[src/rtl/ysyx_24110015_pkg.sv]
// Shared types for the IFU/LSU AXI-lite arbiter: FSM states and grant encodings.
package ysyx_24110015_pkg;

   typedef enum logic [1:0] {
      IDLE   = 2'b00,
      IFU_RD = 2'b01,
      LSU_RD = 2'b10,
      LSU_WR = 2'b11
   } arb_state_t;

   localparam logic [1:0] GNT_NONE = 2'b00;
   localparam logic [1:0] GNT_IFU  = 2'b01;
   localparam logic [1:0] GNT_LSU  = 2'b10;

   localparam int REQ_IFU = 0;
   localparam int REQ_LSU = 1;

   // Both LSU states report the LSU as owner; grant does not distinguish read/write.
   function automatic logic [1:0] grant_of(input arb_state_t s);
      case (s)
         IFU_RD:         return GNT_IFU;
         LSU_RD, LSU_WR: return GNT_LSU;
         default:        return GNT_NONE;
      endcase
   endfunction

endpackage

[src/rtl/ysyx_24110015_axi_lite_if.sv]
// AXI-lite bundle shared by the IFU, the LSU and the downstream crossbar port.
interface axi_lite_if #(
   parameter int ADDR_W = 32,
   parameter int DATA_W = 32
);
   logic [ADDR_W-1:0]   araddr;
   logic                arvalid;
   logic                arready;
   logic [DATA_W-1:0]   rdata;
   logic [1:0]          rresp;
   logic                rvalid;
   logic                rready;
   logic [ADDR_W-1:0]   awaddr;
   logic                awvalid;
   logic                awready;
   logic [DATA_W-1:0]   wdata;
   logic [DATA_W/8-1:0] wstrb;
   logic                wvalid;
   logic                wready;
   logic [1:0]          bresp;
   logic                bvalid;
   logic                bready;

   modport master (
      output araddr, arvalid, rready, awaddr, awvalid, wdata, wstrb, wvalid, bready,
      input  arready, rdata, rresp, rvalid, awready, wready, bresp, bvalid
   );

   modport slave (
      input  araddr, arvalid, rready, awaddr, awvalid, wdata, wstrb, wvalid, bready,
      output arready, rdata, rresp, rvalid, awready, wready, bresp, bvalid
   );
endinterface

[src/rtl/ysyx_24110015_rr_arb2.sv]
// Two-way round-robin picker; 'last' remembers the previous winner (0 IFU, 1 LSU).
module ysyx_24110015_rr_arb2
   import ysyx_24110015_pkg::*;
(
   input  logic       clk,
   input  logic       rst,
   input  logic [1:0] req,
   input  logic       update,
   output logic [1:0] gnt
);

   logic last;

   always_comb begin
      gnt = 2'b00;
      case (req)
         2'b01:   gnt[REQ_IFU] = 1'b1;
         2'b10:   gnt[REQ_LSU] = 1'b1;
         2'b11:   if (last) gnt[REQ_IFU] = 1'b1; else gnt[REQ_LSU] = 1'b1;
         default: gnt = 2'b00;
      endcase
   end

   // Reset to LSU so the IFU wins the first conflict after reset.
   always_ff @(posedge clk or negedge rst) begin
      if (!rst)
         last <= 1'b1;
      else if (update && (gnt != 2'b00))
         last <= gnt[REQ_LSU];
   end

endmodule

[src/rtl/ysyx_24110015_axi_arbiter.sv]
// Shares the downstream AXI-lite port between IFU (read-only) and LSU, one whole
// transaction per grant, round-robin between the two requesters.
//
// state  | meaning
// IDLE   | no owner, requests evaluated this cycle
// IFU_RD | IFU AR/R wired to axi_out until R handshake
// LSU_RD | LSU AR/R wired to axi_out until R handshake
// LSU_WR | LSU AW/W/B wired to axi_out until B handshake
module ysyx_24110015_axi_arbiter
   import ysyx_24110015_pkg::*;
#(
   parameter int ADDR_W = 32,
   parameter int DATA_W = 32
) (
   input  logic       clk,
   input  logic       rst,
   axi_lite_if.slave  axi_ifu,
   axi_lite_if.slave  axi_lsu,
   axi_lite_if.master axi_out,
   output logic [1:0] grant
);

   localparam int STRB_W = DATA_W / 8;

   arb_state_t state, state_nxt;
   logic [1:0] arb_req;
   logic [1:0] arb_gnt;
   logic       arb_update;

   assign arb_req[REQ_IFU] = axi_ifu.arvalid;
   assign arb_req[REQ_LSU] = axi_lsu.arvalid | axi_lsu.awvalid;

   ysyx_24110015_rr_arb2 u_rr (
      .clk    (clk),
      .rst    (rst),
      .req    (arb_req),
      .update (arb_update),
      .gnt    (arb_gnt)
   );

   always_ff @(posedge clk or negedge rst) begin
      if (!rst)
         state <= IDLE;
      else
         state <= state_nxt;
   end

   // LSU read beats LSU write when both are offered in the same cycle.
   always_comb begin
      state_nxt  = state;
      arb_update = 1'b0;
      case (state)
         IDLE: begin
            if (arb_req != 2'b00) begin
               arb_update = 1'b1;
               if (arb_gnt[REQ_IFU])
                  state_nxt = IFU_RD;
               else if (axi_lsu.arvalid)
                  state_nxt = LSU_RD;
               else
                  state_nxt = LSU_WR;
            end
         end
         IFU_RD, LSU_RD: if (axi_out.rvalid && axi_out.rready) state_nxt = IDLE;
         LSU_WR:         if (axi_out.bvalid && axi_out.bready) state_nxt = IDLE;
         default:        state_nxt = IDLE;
      endcase
   end

   assign grant = grant_of(state);

   always_comb begin
      axi_out.araddr  = {ADDR_W{1'b0}};
      axi_out.arvalid = 1'b0;
      axi_out.rready  = 1'b0;
      axi_out.awaddr  = {ADDR_W{1'b0}};
      axi_out.awvalid = 1'b0;
      axi_out.wdata   = {DATA_W{1'b0}};
      axi_out.wstrb   = {STRB_W{1'b0}};
      axi_out.wvalid  = 1'b0;
      axi_out.bready  = 1'b0;

      axi_ifu.arready = 1'b0;
      axi_ifu.rdata   = {DATA_W{1'b0}};
      axi_ifu.rresp   = 2'b00;
      axi_ifu.rvalid  = 1'b0;
      axi_ifu.awready = 1'b0;
      axi_ifu.wready  = 1'b0;
      axi_ifu.bresp   = 2'b00;
      axi_ifu.bvalid  = 1'b0;

      axi_lsu.arready = 1'b0;
      axi_lsu.rdata   = {DATA_W{1'b0}};
      axi_lsu.rresp   = 2'b00;
      axi_lsu.rvalid  = 1'b0;
      axi_lsu.awready = 1'b0;
      axi_lsu.wready  = 1'b0;
      axi_lsu.bresp   = 2'b00;
      axi_lsu.bvalid  = 1'b0;

      case (state)
         IFU_RD: begin
            axi_out.araddr  = axi_ifu.araddr;
            axi_out.arvalid = axi_ifu.arvalid;
            axi_ifu.arready = axi_out.arready;
            axi_ifu.rdata   = axi_out.rdata;
            axi_ifu.rresp   = axi_out.rresp;
            axi_ifu.rvalid  = axi_out.rvalid;
            axi_out.rready  = axi_ifu.rready;
         end
         LSU_RD: begin
            axi_out.araddr  = axi_lsu.araddr;
            axi_out.arvalid = axi_lsu.arvalid;
            axi_lsu.arready = axi_out.arready;
            axi_lsu.rdata   = axi_out.rdata;
            axi_lsu.rresp   = axi_out.rresp;
            axi_lsu.rvalid  = axi_out.rvalid;
            axi_out.rready  = axi_lsu.rready;
         end
         LSU_WR: begin
            axi_out.awaddr  = axi_lsu.awaddr;
            axi_out.awvalid = axi_lsu.awvalid;
            axi_lsu.awready = axi_out.awready;
            axi_out.wdata   = axi_lsu.wdata;
            axi_out.wstrb   = axi_lsu.wstrb;
            axi_out.wvalid  = axi_lsu.wvalid;
            axi_lsu.wready  = axi_out.wready;
            axi_lsu.bresp   = axi_out.bresp;
            axi_lsu.bvalid  = axi_out.bvalid;
            axi_out.bready  = axi_lsu.bready;
         end
         default: ;
      endcase
   end

endmodule

[src/flat_wrapper.sv]
// flat-port wrapper written by rule: the top's interface ports become plain ports
module ysyx_24110015_axi_arbiter_flat import ysyx_24110015_pkg::*;
#(
   parameter int ADDR_W = 32,
   parameter int DATA_W = 32
)
  (clk, rst, grant, axi_ifu_araddr, axi_ifu_arvalid, axi_ifu_rready, axi_ifu_awaddr, axi_ifu_awvalid, axi_ifu_wdata, axi_ifu_wstrb, axi_ifu_wvalid, axi_ifu_bready, axi_ifu_arready, axi_ifu_rdata, axi_ifu_rresp, axi_ifu_rvalid, axi_ifu_awready, axi_ifu_wready, axi_ifu_bresp, axi_ifu_bvalid, axi_lsu_araddr, axi_lsu_arvalid, axi_lsu_rready, axi_lsu_awaddr, axi_lsu_awvalid, axi_lsu_wdata, axi_lsu_wstrb, axi_lsu_wvalid, axi_lsu_bready, axi_lsu_arready, axi_lsu_rdata, axi_lsu_rresp, axi_lsu_rvalid, axi_lsu_awready, axi_lsu_wready, axi_lsu_bresp, axi_lsu_bvalid, axi_out_araddr, axi_out_arvalid, axi_out_rready, axi_out_awaddr, axi_out_awvalid, axi_out_wdata, axi_out_wstrb, axi_out_wvalid, axi_out_bready, axi_out_arready, axi_out_rdata, axi_out_rresp, axi_out_rvalid, axi_out_awready, axi_out_wready, axi_out_bresp, axi_out_bvalid);
  axi_lite_if #(.ADDR_W(ADDR_W), .DATA_W(DATA_W)) axi_ifu_i ();
  axi_lite_if #(.ADDR_W(ADDR_W), .DATA_W(DATA_W)) axi_lsu_i ();
  axi_lite_if #(.ADDR_W(ADDR_W), .DATA_W(DATA_W)) axi_out_i ();
  input  logic clk;
  input  logic rst;
  output logic [1:0] grant;
  input wire logic [$bits(axi_ifu_i.araddr)-1:0] axi_ifu_araddr;
  input wire logic [$bits(axi_ifu_i.arvalid)-1:0] axi_ifu_arvalid;
  input wire logic [$bits(axi_ifu_i.rready)-1:0] axi_ifu_rready;
  input wire logic [$bits(axi_ifu_i.awaddr)-1:0] axi_ifu_awaddr;
  input wire logic [$bits(axi_ifu_i.awvalid)-1:0] axi_ifu_awvalid;
  input wire logic [$bits(axi_ifu_i.wdata)-1:0] axi_ifu_wdata;
  input wire logic [$bits(axi_ifu_i.wstrb)-1:0] axi_ifu_wstrb;
  input wire logic [$bits(axi_ifu_i.wvalid)-1:0] axi_ifu_wvalid;
  input wire logic [$bits(axi_ifu_i.bready)-1:0] axi_ifu_bready;
  output wire logic [$bits(axi_ifu_i.arready)-1:0] axi_ifu_arready;
  output wire logic [$bits(axi_ifu_i.rdata)-1:0] axi_ifu_rdata;
  output wire logic [$bits(axi_ifu_i.rresp)-1:0] axi_ifu_rresp;
  output wire logic [$bits(axi_ifu_i.rvalid)-1:0] axi_ifu_rvalid;
  output wire logic [$bits(axi_ifu_i.awready)-1:0] axi_ifu_awready;
  output wire logic [$bits(axi_ifu_i.wready)-1:0] axi_ifu_wready;
  output wire logic [$bits(axi_ifu_i.bresp)-1:0] axi_ifu_bresp;
  output wire logic [$bits(axi_ifu_i.bvalid)-1:0] axi_ifu_bvalid;
  input wire logic [$bits(axi_lsu_i.araddr)-1:0] axi_lsu_araddr;
  input wire logic [$bits(axi_lsu_i.arvalid)-1:0] axi_lsu_arvalid;
  input wire logic [$bits(axi_lsu_i.rready)-1:0] axi_lsu_rready;
  input wire logic [$bits(axi_lsu_i.awaddr)-1:0] axi_lsu_awaddr;
  input wire logic [$bits(axi_lsu_i.awvalid)-1:0] axi_lsu_awvalid;
  input wire logic [$bits(axi_lsu_i.wdata)-1:0] axi_lsu_wdata;
  input wire logic [$bits(axi_lsu_i.wstrb)-1:0] axi_lsu_wstrb;
  input wire logic [$bits(axi_lsu_i.wvalid)-1:0] axi_lsu_wvalid;
  input wire logic [$bits(axi_lsu_i.bready)-1:0] axi_lsu_bready;
  output wire logic [$bits(axi_lsu_i.arready)-1:0] axi_lsu_arready;
  output wire logic [$bits(axi_lsu_i.rdata)-1:0] axi_lsu_rdata;
  output wire logic [$bits(axi_lsu_i.rresp)-1:0] axi_lsu_rresp;
  output wire logic [$bits(axi_lsu_i.rvalid)-1:0] axi_lsu_rvalid;
  output wire logic [$bits(axi_lsu_i.awready)-1:0] axi_lsu_awready;
  output wire logic [$bits(axi_lsu_i.wready)-1:0] axi_lsu_wready;
  output wire logic [$bits(axi_lsu_i.bresp)-1:0] axi_lsu_bresp;
  output wire logic [$bits(axi_lsu_i.bvalid)-1:0] axi_lsu_bvalid;
  output wire logic [$bits(axi_out_i.araddr)-1:0] axi_out_araddr;
  output wire logic [$bits(axi_out_i.arvalid)-1:0] axi_out_arvalid;
  output wire logic [$bits(axi_out_i.rready)-1:0] axi_out_rready;
  output wire logic [$bits(axi_out_i.awaddr)-1:0] axi_out_awaddr;
  output wire logic [$bits(axi_out_i.awvalid)-1:0] axi_out_awvalid;
  output wire logic [$bits(axi_out_i.wdata)-1:0] axi_out_wdata;
  output wire logic [$bits(axi_out_i.wstrb)-1:0] axi_out_wstrb;
  output wire logic [$bits(axi_out_i.wvalid)-1:0] axi_out_wvalid;
  output wire logic [$bits(axi_out_i.bready)-1:0] axi_out_bready;
  input wire logic [$bits(axi_out_i.arready)-1:0] axi_out_arready;
  input wire logic [$bits(axi_out_i.rdata)-1:0] axi_out_rdata;
  input wire logic [$bits(axi_out_i.rresp)-1:0] axi_out_rresp;
  input wire logic [$bits(axi_out_i.rvalid)-1:0] axi_out_rvalid;
  input wire logic [$bits(axi_out_i.awready)-1:0] axi_out_awready;
  input wire logic [$bits(axi_out_i.wready)-1:0] axi_out_wready;
  input wire logic [$bits(axi_out_i.bresp)-1:0] axi_out_bresp;
  input wire logic [$bits(axi_out_i.bvalid)-1:0] axi_out_bvalid;
  assign axi_ifu_i.araddr = axi_ifu_araddr;
  assign axi_ifu_i.arvalid = axi_ifu_arvalid;
  assign axi_ifu_i.rready = axi_ifu_rready;
  assign axi_ifu_i.awaddr = axi_ifu_awaddr;
  assign axi_ifu_i.awvalid = axi_ifu_awvalid;
  assign axi_ifu_i.wdata = axi_ifu_wdata;
  assign axi_ifu_i.wstrb = axi_ifu_wstrb;
  assign axi_ifu_i.wvalid = axi_ifu_wvalid;
  assign axi_ifu_i.bready = axi_ifu_bready;
  assign axi_ifu_arready = axi_ifu_i.arready;
  assign axi_ifu_rdata = axi_ifu_i.rdata;
  assign axi_ifu_rresp = axi_ifu_i.rresp;
  assign axi_ifu_rvalid = axi_ifu_i.rvalid;
  assign axi_ifu_awready = axi_ifu_i.awready;
  assign axi_ifu_wready = axi_ifu_i.wready;
  assign axi_ifu_bresp = axi_ifu_i.bresp;
  assign axi_ifu_bvalid = axi_ifu_i.bvalid;
  assign axi_lsu_i.araddr = axi_lsu_araddr;
  assign axi_lsu_i.arvalid = axi_lsu_arvalid;
  assign axi_lsu_i.rready = axi_lsu_rready;
  assign axi_lsu_i.awaddr = axi_lsu_awaddr;
  assign axi_lsu_i.awvalid = axi_lsu_awvalid;
  assign axi_lsu_i.wdata = axi_lsu_wdata;
  assign axi_lsu_i.wstrb = axi_lsu_wstrb;
  assign axi_lsu_i.wvalid = axi_lsu_wvalid;
  assign axi_lsu_i.bready = axi_lsu_bready;
  assign axi_lsu_arready = axi_lsu_i.arready;
  assign axi_lsu_rdata = axi_lsu_i.rdata;
  assign axi_lsu_rresp = axi_lsu_i.rresp;
  assign axi_lsu_rvalid = axi_lsu_i.rvalid;
  assign axi_lsu_awready = axi_lsu_i.awready;
  assign axi_lsu_wready = axi_lsu_i.wready;
  assign axi_lsu_bresp = axi_lsu_i.bresp;
  assign axi_lsu_bvalid = axi_lsu_i.bvalid;
  assign axi_out_araddr = axi_out_i.araddr;
  assign axi_out_arvalid = axi_out_i.arvalid;
  assign axi_out_rready = axi_out_i.rready;
  assign axi_out_awaddr = axi_out_i.awaddr;
  assign axi_out_awvalid = axi_out_i.awvalid;
  assign axi_out_wdata = axi_out_i.wdata;
  assign axi_out_wstrb = axi_out_i.wstrb;
  assign axi_out_wvalid = axi_out_i.wvalid;
  assign axi_out_bready = axi_out_i.bready;
  assign axi_out_i.arready = axi_out_arready;
  assign axi_out_i.rdata = axi_out_rdata;
  assign axi_out_i.rresp = axi_out_rresp;
  assign axi_out_i.rvalid = axi_out_rvalid;
  assign axi_out_i.awready = axi_out_awready;
  assign axi_out_i.wready = axi_out_wready;
  assign axi_out_i.bresp = axi_out_bresp;
  assign axi_out_i.bvalid = axi_out_bvalid;
  ysyx_24110015_axi_arbiter #(.ADDR_W(ADDR_W), .DATA_W(DATA_W)) u_core (.clk(clk), .rst(rst), .axi_ifu(axi_ifu_i), .axi_lsu(axi_lsu_i), .axi_out(axi_out_i), .grant(grant));
endmodule
[config.mk]
export PLATFORM = sky130hd
export DESIGN_NAME = ysyx_24110015_axi_arbiter_flat
export DESIGN_NICKNAME = d
export VERILOG_FILES = /design/src/rtl/ysyx_24110015_pkg.sv /design/src/rtl/ysyx_24110015_axi_lite_if.sv /design/src/rtl/ysyx_24110015_rr_arb2.sv /design/src/rtl/ysyx_24110015_axi_arbiter.sv /design/src/flat_wrapper.sv
export SDC_FILE = /design/constraint.sdc
export NUM_CORES = 1
export LEC_CHECK = 0
export CORE_AREA = 10 10 163 165
export DETAILED_ROUTE_END_ITERATION = 6
export DIE_AREA = 0 0 173 175
export SLEW_MARGIN = 25
export SYNTH_ARGS = -nofsm -noshare
export SYNTH_HDL_FRONTEND = slang
export SYNTH_SLANG_ARGS = --single-unit
[constraint.sdc]
create_clock -name clk -period 2.2 [get_ports clk]
set_input_delay 0.33 -clock clk [delete_from_list [all_inputs] [get_ports clk]]
set_output_delay 0.33 -clock clk [all_outputs]
set_load 0.01 [all_outputs]
* Yosys cells after proc, flatten, opt, wreduce, memory -nomap -nowiden
Cells that the tools add are included.
** Word-level totals
- Logic and storage cells :: 55
- Register bits after elaboration :: 3
- Input port bits :: 253
- Output and inout bits :: 189
** Cells by class
- Multiplexer cells :: 34
- Eq/ne operators :: 9
- Bitwise logic cells :: 1
- Reductions and logical operators :: 9
** Operator list (count)
- 32-bit 2-to-1 mux :: 4
- 32-bit one-hot mux with 2 select lines :: 1
- 1-bit 2-to-1 mux :: 15
- 2-bit 2-to-1 mux :: 7
- 2-bit equality test, second input constant :: 4
- 1-bit one-hot mux with 2 select lines :: 4
- 2-bit by 1-bit inequality test with 1-bit output, second input constant :: 3
- 2-bit one-hot mux with 3 select lines :: 1
- 2-bit by 1-bit equality test with 1-bit output, second input constant :: 2
- 4-bit 2-to-1 mux :: 1
- 2-bit one-hot mux with 2 select lines :: 1
- 2-bit nonzero test :: 2
- 2-bit OR reduction :: 2
- 1-bit logical AND :: 3
- 3-bit AND reduction :: 1
- 2-bit zero test :: 1
- 1-bit bitwise OR :: 1

* Logic depth before layout (Yosys ltp)
- Depth in word-level cells :: 6
- Depth in mapped cells :: 7
- Mapped depth without buffers :: 6

* By module
From an unflattened synthesis, not the netlist that was laid out.
** Unflattened totals
- Cell total of the unflattened synthesis :: 280
- Area total of the unflattened synthesis :: 1889.3 µm²
** By module, submodules not included
- ysyx_24110015_axi_arbiter :: seq. area each 50.0 µm², area an instance 1833.0 µm², instances 1, cells an instance 274
- ysyx_24110015_rr_arb2 :: seq. area each 26.3 µm², area an instance 56.3 µm², instances 1, cells an instance 6

* Worst setup path after synthesis
Ideal clock, no wire load.
- Path kind :: reg2out
- Start point :: register u_core.state[0]
- End point :: output axi_out_araddr[29]
- Setup slack :: 487 ps
- Arrival time :: 1383 ps
- Stages on the path, launching flop included :: 7
- Path buffers :: 2
- Required time :: 1870 ps
- Cell sequence :: dfrtp_1 inv_1 ha_1 buf_4 clkbuf_1 a22oi_1 nor2b_1
** Between the ends
- Cells in the longest elaborated chain, start to end :: 2
** Ends and longest elaborated chain
- start: declaration :: RTL line ysyx_24110015_axi_arbiter.sv:25 : arb_state_t state, state_nxt;
- start signal: assignment :: RTL line ysyx_24110015_axi_arbiter.sv:45 : state <= state_nxt;
- 2-bit equality test or 2-bit by 1-bit equality test with 1-bit output (tied branches) :: RTL line ysyx_24110015_axi_arbiter.sv:101 : case (state)
- 32-bit one-hot mux with 2 select lines * :: RTL line ysyx_24110015_axi_arbiter.sv:101
- end: declaration :: RTL line flat_wrapper.sv:48 : output wire logic [$bits(axi_out_i.araddr)-1:0] axi_out_araddr;
Mark *: on every way between the ends. The rest lies on a longest branch, timed or not.

* Worst setup path after layout
- Start point :: register u_core.state[1]
- End point :: output axi_ifu_rresp[0]
** Between the ends
- Cells in the longest elaborated chain, start to end :: 2
** Ends and longest elaborated chain
- 2-bit by 1-bit equality test with 1-bit output :: RTL line ysyx_24110015_axi_arbiter.sv:101
- 2-bit 2-to-1 mux :: RTL line ysyx_24110015_axi_arbiter.sv:101
- end: declaration :: RTL line flat_wrapper.sv:25 : output wire logic [$bits(axi_ifu_i.rresp)-1:0] axi_ifu_rresp;
No other way between the ends.

==> impl_results.md <==
* WL per Instance at 16.7 µm
* Simple logic cell fraction of the synthesized area at about two thirds
* Critical path peak fanout at 27
* Final setup viols at 0
* Sequential power share at 2.4%
* YS warnings at 0
* HP Class: in2async
* Clk Latency, worst-skew pair at roughly 220 ps
* Die height at around 180 µm
* Syn Area/Cell at around 6.5 µm²
* Status: complete, no violations
* Critical path type: reg2out
* Seq/Total Area, Yosys at around 4.2%
* Max stage delay cell, worst path: clkdlybuf4s50_1
* Share of flip-flops with an asynchronous set or reset at 100%
* Clock Skews at 1.45 ps
* ANT nets after route at 0
* Routed wire length at around 16,000 µm
* Inst Count DP at 947
* IO Pins at ~440
* Initial antenna violation count at 0
* CTS tree: done
* DR iter-0 viols at 73
* Residual DRC count at 0
* Layout Cells excl Fill at between 900 and 1,000
* DR vias at around 3,300
* Clock buffer count from CTS at 3
* Clock sinks at 3
* Top-area cell type share of the netlist area at between 50% and 60%
* Max stage delay on crit path at between 500 and 600 ps
* Worst EP required at around 1900 ps
* Synth Cell Area at around 1800 µm²
* Global Route Usage Sum at under 10%
* Ratio of cells with drive above 1 in the final layout at between 5 and 6%
* Post-synth top flop: dfrtp_1
* Area of the core at about 23,000 µm²
* Endpoint type of the worst setup path: output pin
* Post-synth top area cell: and2_1
* Final hold vios at 0
* Global-route wire length before repair at approximately 23,000 µm
* Synth Area in Compound Gates at 15.7%
* Cell variety after synth at 20
* CP arrival at 1830 ps
* Placed Area at approximately 5900 µm²
* Most numerous cell in the Yosys netlist: and2_1
* Vias per inst at roughly 3.4
* Post-route design area at 6180 µm²
* Antenna cells at 0
* # port buffers at 365
* Synthesis-to-finish area growth at 243%
* Die ar. at a little over 30,000 µm²
* Comb pwr share at 91.3%
* Clock transition at path regs at 30 ps
* GPL Wtd Cong at 0.720
* Main combinational cell family by area after synthesis: simple AND/OR/NAND/NOR gates
* Flops & latches, synth at 3
* Crit path time final at 2160 ps
* CP Cell Sequence: inv_2 -> ha_4 -> buf_12 -> and2_1 -> clkdlybuf4s50_1
* Nets at 900
* Clock power share at 6.2%
* Post-Syn Instances at between 200 and 300
* Xor-xnor portion of the synthesized cell area at 0%
* FF-to-FF path depth at 8
* CTS root buffer: clkbuf_16
* Maximum Capacitance Violations at 0
* Final period utilization at between 90% and 100%
* Post-synthesis adder-cell area fraction at 4.16%
* Initial cell density of the core at under 10%
* Psw at between 1.5 and 2 mW
* RSZ-0062 raised after global routing: yes
* First-pass DRT Iterations at 4
* Switching Share at 42.0%
* Congestion Overflow GR at 0
* PD cells at approximately 750 nW/µm²
* Rows at 56
* H-tree depth at 1
* Die Width at around 170 µm
* EDFF count, synth at 0
* Max Slew Vio Count at 0
* P_leak at a little over 3 nW
* Top cells by area, synth: and2_1, a22oi_1, nor2b_1
* Post-synthesis mux area share at under 10%
* Worst Setup Start Kind: register
* F_max at ~460 MHz
* Vias in the first global route at 3,644
* Int Power at about 2.7 mW
* Filler Cells Inserted at ~2,600
* Synth cell count leaders: and2_1, nor2b_1, a22oi_1
* Max Buffers Root-to-Sink at 2
* Hpwl dp at roughly 13,000 µm
* Largest net degree at the start of global routing at 38
* Peak supply drop at between 200 and 300 µV
==> layout by cell type, fill, tap and decap left out <==
master / netlist / layout
a221o_1: 1 / 1
a22o_1: 1 / 1
a22oi_1: 33 / 31
a22oi_2: 1 / 3
and2_1: 148 / 148
buf_12: 0 / 7
buf_16: 0 / 1
buf_4: 6 / 9
buf_8: 0 / 1
bufbuf_16: 0 / 2
clkbuf_1: 23 / 1
clkbuf_16: 0 / 5
clkdlybuf4s50_1: 0 / 247
conb_1: 1 / 5
dfrtp_1: 2 / 2
dfstp_2: 1 / 1
dlygate4sd2_1: 0 / 92
dlymetal6s2s_1: 0 / 26
ha_1: 6 / 2
ha_4: 0 / 4
inv_2: 0 / 2
mux2i_1: 2 / 2
nand2_1: 6 / 6
nand2b_1: 1 / 1
nor2_1: 4 / 4
nor2b_1: 34 / 34
nor4b_1: 1 / 1
o21ai_0: 1 / 1
==> sequential cells by signal, summed over array words and instances (netlist names) <==
signal	cells
u_core.u_rr.last	1
u_core.state	2
==> final timing paths <==
kind	from	to	slack (ps)
setup / recovery	u_core.state[1]	axi_ifu_rresp[0]	40
min in group clk	u_core.u_rr.last	u_core.u_rr.last	580
hold / removal	rst	u_core.state[0]	290
max in group asynchronous	rst	u_core.u_rr.last	1690
setup reg to reg	u_core.state[1]	u_core.state[1]	260
hold reg to reg	u_core.u_rr.last	u_core.u_rr.last	580
==> metrics by stage <==
stage	hold slack [ps]	TNS, ps	power [mW]	util [%]	setup WS, ps
after floorplan	34.4	0	1.89	-	487
after global placement	525	0	4.37	25.4	38.7
after detailed placement	526	0	4.35	25.4	24.4
after CTS	293	-223	4.67	25.9	-61.4
after global routing	306	-570	5.05	26.6	-53.4
final	289	0	4.63	26.6	37.4
==> cell type report <==
class / instances / area [µm²] / share of cell area, %
clock buffer: 4 / 78.8 / 1.28
inverter: 2 / 7.51 / 0.121
multi-input combinational: 244 / 1650 / 26.7
sequential: 3 / 76.3 / 1.24
tap: 319 / 399 / 6.46
timing repair buffer: 387 / 3970 / 64.2
==> worst max-delay path, delay by kind of cell, from the launching register on <==
family | cells | cell delay (ps)
adders and majority gates | 1 | 220
and+or+nand+nor | 1 | 160
DFF | 1 | 370
buffers and inverters | 3 | 850
==> repair_timing <==
| action | in CTS | in global routing |
|---|---|---|
| resized for setup | 101 | 31 |
| endpoints found under the setup margin | 125 | 76 |
| hold buffers | 0 | 0 |
| buffers inserted | 1 | 2 |
| pin swaps | 1 | 2 |
| gates cloned | 3 | 2 |
==> metal layers <==
| metal | wire, µm | up-vias | global-route usage [%] |
|---|---|---|---|
| met5 | 0 | - | 0 |
| met4 | 110 | 0 | 1.29 |
| met3 | 1930 | 8 | 5.00 |
| met2 | 8110 | 205 | 17.6 |
| met1 | 5910 | 1441 | 9.94 |
| li1 | - | 1605 | - |
==> power by group through the flow <==
stage / clock (mW) / combinational [mW] / sequential (mW)
2_1_floorplan: 0 / 1.78 / 0.110
3_3_place_gp: 0 / 4.26 / 0.109
3_5_place_dp: 0 / 4.24 / 0.109
4_1_cts: 0.293 / 4.27 / 0.112
5_1_grt: 0.303 / 4.64 / 0.114
6_report: 0.289 / 4.23 / 0.113
==> cells by family after synthesis <==
family,count (synthesis)
AND/OR/NAND/NOR,194
AO/OA/AOI/OAI,37
buffers and inverters,34
adder cells (fa/ha/maj),6
flip-flops,3
multiplexers,2
other,1
Power figures use the tool's default switching activity.
